<file path="config.mk">
export PLATFORM = sky130hd
export DESIGN_NAME = det_item_table
export DESIGN_NICKNAME = d
export VERILOG_FILES = /design/src/rtl/det_item_table_pkg.sv /design/src/rtl/det_dup_check.sv /design/src/rtl/det_item_table.sv
export SDC_FILE = /design/constraint.sdc
export NUM_CORES = 2
export LEC_CHECK = 0
export BUFFER_PORTS_ARGS = -buffer_cell sky130_fd_sc_hd__buf_2
export CAP_MARGIN = 5
export CORE_MARGIN = 2
export CORE_UTILIZATION = 50
export CTS_BUF_LIST = sky130_fd_sc_hd__clkbuf_2
export DETAILED_ROUTE_END_ITERATION = 8
export GPL_ROUTABILITY_DRIVEN = 0
export PLACE_DENSITY = 0.69
export SLEW_MARGIN = 20
export SYNTH_ARGS = -nofsm -noshare
export SYNTH_HDL_FRONTEND = slang
export SYNTH_HIERARCHICAL = 1
export SYNTH_SLANG_ARGS = --single-unit
</file>
<file path="constraint.sdc">
create_clock -name sys_clk -period 17.9 [get_ports sys_clk]
set_clock_uncertainty 0.05 [all_clocks]
set_input_delay 3.58 -clock sys_clk [delete_from_list [all_inputs] [get_ports sys_clk]]
set_output_delay 3.58 -clock sys_clk [all_outputs]
set_load 0.005 [all_outputs]
</file>
<file path="src/rtl/det_item_table_pkg.sv">
// Shared constants for the detection item table.
// Field offsets, frame geometry and empty-slot values.
package det_item_table_pkg;

  localparam int POSITION_WIDTH = 10;
  localparam int OV5640_X = 640;
  localparam int OV5640_Y = 480;

  localparam int SLOTS = 16;

  localparam int X_LSB = 26;
  localparam int Y_LSB = 16;
  localparam int W_LSB = 8;
  localparam int H_LSB = 0;

  localparam logic [31:0] EMPTY_ITEM  = 32'h0;
  localparam logic [3:0]  EMPTY_LABEL = 4'h0;

  // Glyphs drawn below this row would cross the frame bottom.
  localparam int Y_LIMIT = OV5640_Y - 128;

endpackage

</file>
<file path="src/rtl/det_dup_check.sv">
// 16-way near-duplicate compare of a candidate item
// against the occupied slots of the shadow table.
module det_dup_check
  import det_item_table_pkg::*;
#(
  parameter int P_DUP_TOL = 1
) (
  input  logic [31:0]         cand_item,
  input  logic [3:0]          cand_label,
  input  logic [SLOTS*32-1:0] tbl_item,
  input  logic [SLOTS*4-1:0]  tbl_label,
  input  logic [SLOTS-1:0]    occ,
  output logic                dup,
  output logic [3:0]          match_idx
);

  logic [5:0] cx, tx;
  logic [7:0] cy, ty;
  logic [7:0] dx, dy;
  logic       unused_bits;

  assign cx = cand_item[X_LSB +: 6];
  assign cy = cand_item[Y_LSB +: 8];
  assign unused_bits = ^{cand_item, tbl_item};

  // Descending scan so the lowest matching slot wins.
  always_comb begin
    dup       = 1'b0;
    match_idx = '0;
    tx        = '0;
    ty        = '0;
    dx        = '0;
    dy        = '0;
    for (int k = SLOTS - 1; k >= 0; k--) begin
      tx = tbl_item[k*32 + X_LSB +: 6];
      ty = tbl_item[k*32 + Y_LSB +: 8];
      dx = (cx > tx) ? 8'(cx - tx) : 8'(tx - cx);
      dy = (cy > ty) ? (cy - ty) : (ty - cy);
      if (occ[k]
          && tbl_label[k*4 +: 4] == cand_label
          && dx <= 8'(P_DUP_TOL)
          && dy <= 8'(P_DUP_TOL)) begin
        dup       = 1'b1;
        match_idx = 4'(k);
      end
    end
  end

endmodule

</file>
<file path="src/rtl/det_item_table.sv">
// Double-buffered 16-slot detection table with dedupe
// and overflow flag, committed once per frame.
module det_item_table
  import det_item_table_pkg::*;
#(
  parameter int P_W       = POSITION_WIDTH,
  parameter int P_SLOTS   = SLOTS,
  parameter int P_DUP_TOL = 1
) (
  input  logic           sys_clk,
  input  logic           sys_rst,
  input  logic           i_frame_end,
  input  logic           i_det_valid,
  input  logic [P_W-1:0] i_det_x,
  input  logic [P_W-1:0] i_det_y,
  input  logic [P_W-1:0] i_det_w,
  input  logic [P_W-1:0] i_det_h,
  input  logic [3:0]     i_det_label,
  output logic [63:0]    o_label,
  output logic [511:0]   o_item,
  output logic [4:0]     o_count,
  output logic           o_overflow
);

  function automatic logic [7:0] sat8(
    input logic [P_W-1:0] v
  );
    logic [P_W-1:0] q;
    q = v >> 2;
    return (|q[P_W-1:8]) ? 8'hFF : q[7:0];
  endfunction

  logic [31:0]  pk_item;
  logic         pk_keep;
  logic         unused_in;

  logic         s1_vld, s2_vld;
  logic [31:0]  s1_item, s2_item;
  logic [3:0]   s1_label, s2_label;

  logic [511:0] sh_item, sh_item_nxt;
  logic [63:0]  sh_label, sh_label_nxt;
  logic [4:0]   wr_ptr, wr_ptr_nxt;
  logic         ovf_sh, ovf_sh_nxt;

  logic [SLOTS-1:0] occ;
  logic             dup;
  logic [3:0]       dup_idx_unused;

  assign unused_in = ^{i_det_x, i_det_w, i_det_h};

  always_comb begin
    pk_item = EMPTY_ITEM;
    pk_item[X_LSB +: 6] = i_det_x[9:4] + 6'd1;
    pk_item[Y_LSB +: 8] = i_det_y[9:2];
    pk_item[W_LSB +: 8] = sat8(i_det_w);
    pk_item[H_LSB +: 8] = sat8(i_det_h);
  end

  assign pk_keep = i_det_y < P_W'(Y_LIMIT);

  always_comb begin
    occ = '0;
    for (int k = 0; k < SLOTS; k++)
      occ[k] = 5'(k) < wr_ptr;
  end

  det_dup_check #(
    .P_DUP_TOL (P_DUP_TOL)
  ) u_dup (
    .cand_item  (s2_item),
    .cand_label (s2_label),
    .tbl_item   (sh_item),
    .tbl_label  (sh_label),
    .occ        (occ),
    .dup        (dup),
    .match_idx  (dup_idx_unused)
  );

  always_comb begin
    sh_item_nxt  = sh_item;
    sh_label_nxt = sh_label;
    wr_ptr_nxt   = wr_ptr;
    ovf_sh_nxt   = ovf_sh;
    if (s2_vld && !dup) begin
      if (wr_ptr < 5'(P_SLOTS)) begin
        sh_item_nxt[wr_ptr[3:0]*32 +: 32] = s2_item;
        sh_label_nxt[wr_ptr[3:0]*4 +: 4]  = s2_label;
        wr_ptr_nxt = wr_ptr + 5'd1;
      end else begin
        ovf_sh_nxt = 1'b1;
      end
    end
  end

  always_ff @(posedge sys_clk) begin
    if (sys_rst) begin
      s1_vld     <= 1'b0;
      s1_item    <= EMPTY_ITEM;
      s1_label   <= EMPTY_LABEL;
      s2_vld     <= 1'b0;
      s2_item    <= EMPTY_ITEM;
      s2_label   <= EMPTY_LABEL;
      sh_item    <= {SLOTS{EMPTY_ITEM}};
      sh_label   <= {SLOTS{EMPTY_LABEL}};
      wr_ptr     <= '0;
      ovf_sh     <= 1'b0;
      o_item     <= {SLOTS{EMPTY_ITEM}};
      o_label    <= {SLOTS{EMPTY_LABEL}};
      o_count    <= '0;
      o_overflow <= 1'b0;
    end else begin
      s1_vld   <= i_det_valid && pk_keep;
      s1_item  <= pk_item;
      s1_label <= i_det_label;
      s2_vld   <= s1_vld;
      s2_item  <= s1_item;
      s2_label <= s1_label;
      if (i_frame_end) begin
        o_item     <= sh_item_nxt;
        o_label    <= sh_label_nxt;
        o_count    <= wr_ptr_nxt;
        o_overflow <= ovf_sh_nxt;
        sh_item    <= {SLOTS{EMPTY_ITEM}};
        sh_label   <= {SLOTS{EMPTY_LABEL}};
        wr_ptr     <= '0;
        ovf_sh     <= 1'b0;
      end else begin
        sh_item  <= sh_item_nxt;
        sh_label <= sh_label_nxt;
        wr_ptr   <= wr_ptr_nxt;
        ovf_sh   <= ovf_sh_nxt;
      end
    end
  end

endmodule

</file>
==> impl_metrics.json <==
{
  "clk-insertion-delay-late_ns": 1.81,
  "cts_tree": "built",
  "firstDrtPassIters": 8,
  "antenna_found_initial": 14,
  "status": "complete, no violations",
  "ir_worst_vdd_uv": 78.8,
  "syn_area_um2": 62900,
  "initial_core_util": 0.502,
  "cp_top_family": "simple AND/OR/NAND/NOR gates",
  "r2r_end": "o_label[12]",
  "post_cts_resized": 0,
  "vias": 56859,
  "drv_cap": 0,
  "worstSetupStartpointType": "flip-flop",
  "p_per_area_nw_per_um2": 79.3,
  "finalMaxSlewViolations": 0,
  "syn_to_final_growth_pct": 10.5,
  "ant_nets": 0,
  "grt_use_total": 0.330,
  "chipWidth_um": 359,
  "grt.overflow.total": 0,
  "clk_pin_slew_ns": 0.10,
  "synth_cells": 7134,
  "tightest_slew_ns": 1.24,
  "fin_ws_ns": 9.60,
  "crit_arrival_ns": 9.85,
  "finalPower_w": 0.00551,
  "relSlewSlack": 0.171,
  "cts.sinks": 1234,
  "cp_slowest_cell": "a21oi_1",
  "cpPeakStageDelay_ns": 1.00,
  "drt_iter0_markers": 5906,
  "cts-htree-levels": 5,
  "ios": 630,
  "syn-num-nets": 7682,
  "min-delay-path-class": "reg -> reg",
  "end_kind": "flip-flop",
  "post-route-util": 0.555,
  "core_um2": 125000,
  "hold_depth": 1,
  "worstPathCellList": "buf_4 -> inv_2 -> buf_4 -> ha_1 -> nand4_1 -> o21ai_1 -> mux2_1 -> a311oi_1 -> xor2_1 -> nand4_1 -> a2111oi_2 -> nor2_1 -> and3b_1 -> nand2_1 -> or2_1 -> nor4bb_2 -> nand3_4 -> a21oi_1 -> a211oi_1",
  "max_freq_mhz": 120,
  "required_ns": 19.45,
  "cts_root_buffer": "clkbuf_2",
  "cp_num_buf_inv": 3,
  "grt_max_degree": 220,
  "criticalPathCategory": "reg -> reg",
  "wl_mm": 221,
  "fin_nets": 8216,
  "hold_start": "s1_item[29]",
  "cp_max_fo": 38,
  "drive_gt1_frac": 0.168,
  "holdPathEnd": "s2_item[29]",
  "tns_ns": 0,
  "cts_buffers": 335,
  "hpwl_mm": 148,
  "final_cell_area_um2": 69500,
  "ys_warn_count": 6,
  "placed_area_um2": 66900,
  "wire_per_inst_um": 23.3,
  "die_area_um2": 129000,
  "finalSetupViolCount": 0,
  "hold_viol": 0,
  "ff2ff_setup_slack_ns": 9.60,
  "rows": 130,
  "port_buffers": 619,
  "drc": 0,
  "pre_cts_ws_ns": 9.48,
  "leakage_nw": 29.3,
  "rsz0062_at_grt": "no",
  "cts_max_path_buffers": 4,
  "grt_pass1_wl_mm": 324,
  "r2r_start": "s2_item[17]",
  "grt_pass1_vias": 53451,
  "min_period_ns": 8.30,
  "cts_setup_buffers": 0,
  "r2r_cells": 19,
  "cts_hold_buf": 0,
  "fin_crit_sh": 0.464,
  "die_h_um": 359,
  "avgViaCountPerCell": 5.98,
  "synth_area_per_cell_um2": 8.81
}
-- layout by cell type (no fill, tap or decap), drive strengths merged, types with 48 or more instances in the layout --
master  count
dfxtp    1234
a21o       89
xor2      121
mux2i     401
clkinv     53
nor3       58
a32oi      48
nand2b     62
nor2     1111
xnor2      74
fa         64
and3      122
nand3     165
clkbuf    458
buf       712
nand4     112
nor2b     122
a21oi     449
a311oi    146
a211oi    451
a31oi      86
o21ai     269
inv       405
ha        436
nand2     156
-- where the power goes --
part	switching (W)	leakage [nW]	internal, W
clock	0.00118	2.03	0.000676
combinational	0.000493	17.2	0.000300
sequential	0.0000512	10.1	0.00281
-- area by class of cell --
type	instances	area, µm²
diodes	11	27.5
fillers	11641	55800
flip-flops and latches	1234	24700
inverters	398	1490
repair buffers	712	3860
well taps	1650	2060
clock inverters	61	246
clock buffers	458	2290
multi-input cells	4987	34800
-- worst max path at each step --
stage	from	to	slack, ns	depth (start not counted)
after floorplan	s2_item[17]	o_item[465]	10.85	21
after global placement	i_frame_end	o_item[46]	9.54	8
after detailed placement	i_frame_end	o_item[435]	9.48	8
after CTS	s2_item[17]	o_label[12]	9.62	19
after global routing	s2_item[17]	o_label[12]	9.11	19
final	s2_item[17]	o_label[12]	9.60	19
-- stage by stage --
stage          instances  hold slack, ns
6_report            9511           0.326
5_1_grt             9508           0.328
4_1_cts             9499           0.327
3_5_place_dp        8980           0.373
3_3_place_gp        8980           0.369
2_1_floorplan       7134           0.364
-- layer usage --
layer	share of wire	track usage	vias to the layer above
met5	0.00011	0	-
met4	0.056	0.183	4
met3	0.10	0.0938	576
met2	0.44	0.506	2678
met1	0.41	0.417	27094
li1	-	-	26507
-- state kept, by name, indices dropped and copies added, names as in the netlist, 4 cells and up --
name and count:
o_count 5, o_item 512, o_label 64, s1_item 30, s1_label 4, s2_item 30, s2_label 4, sh_item 512
sh_label 64, wr_ptr 5
No activity file was read; power rests on OpenSTA's default activity.
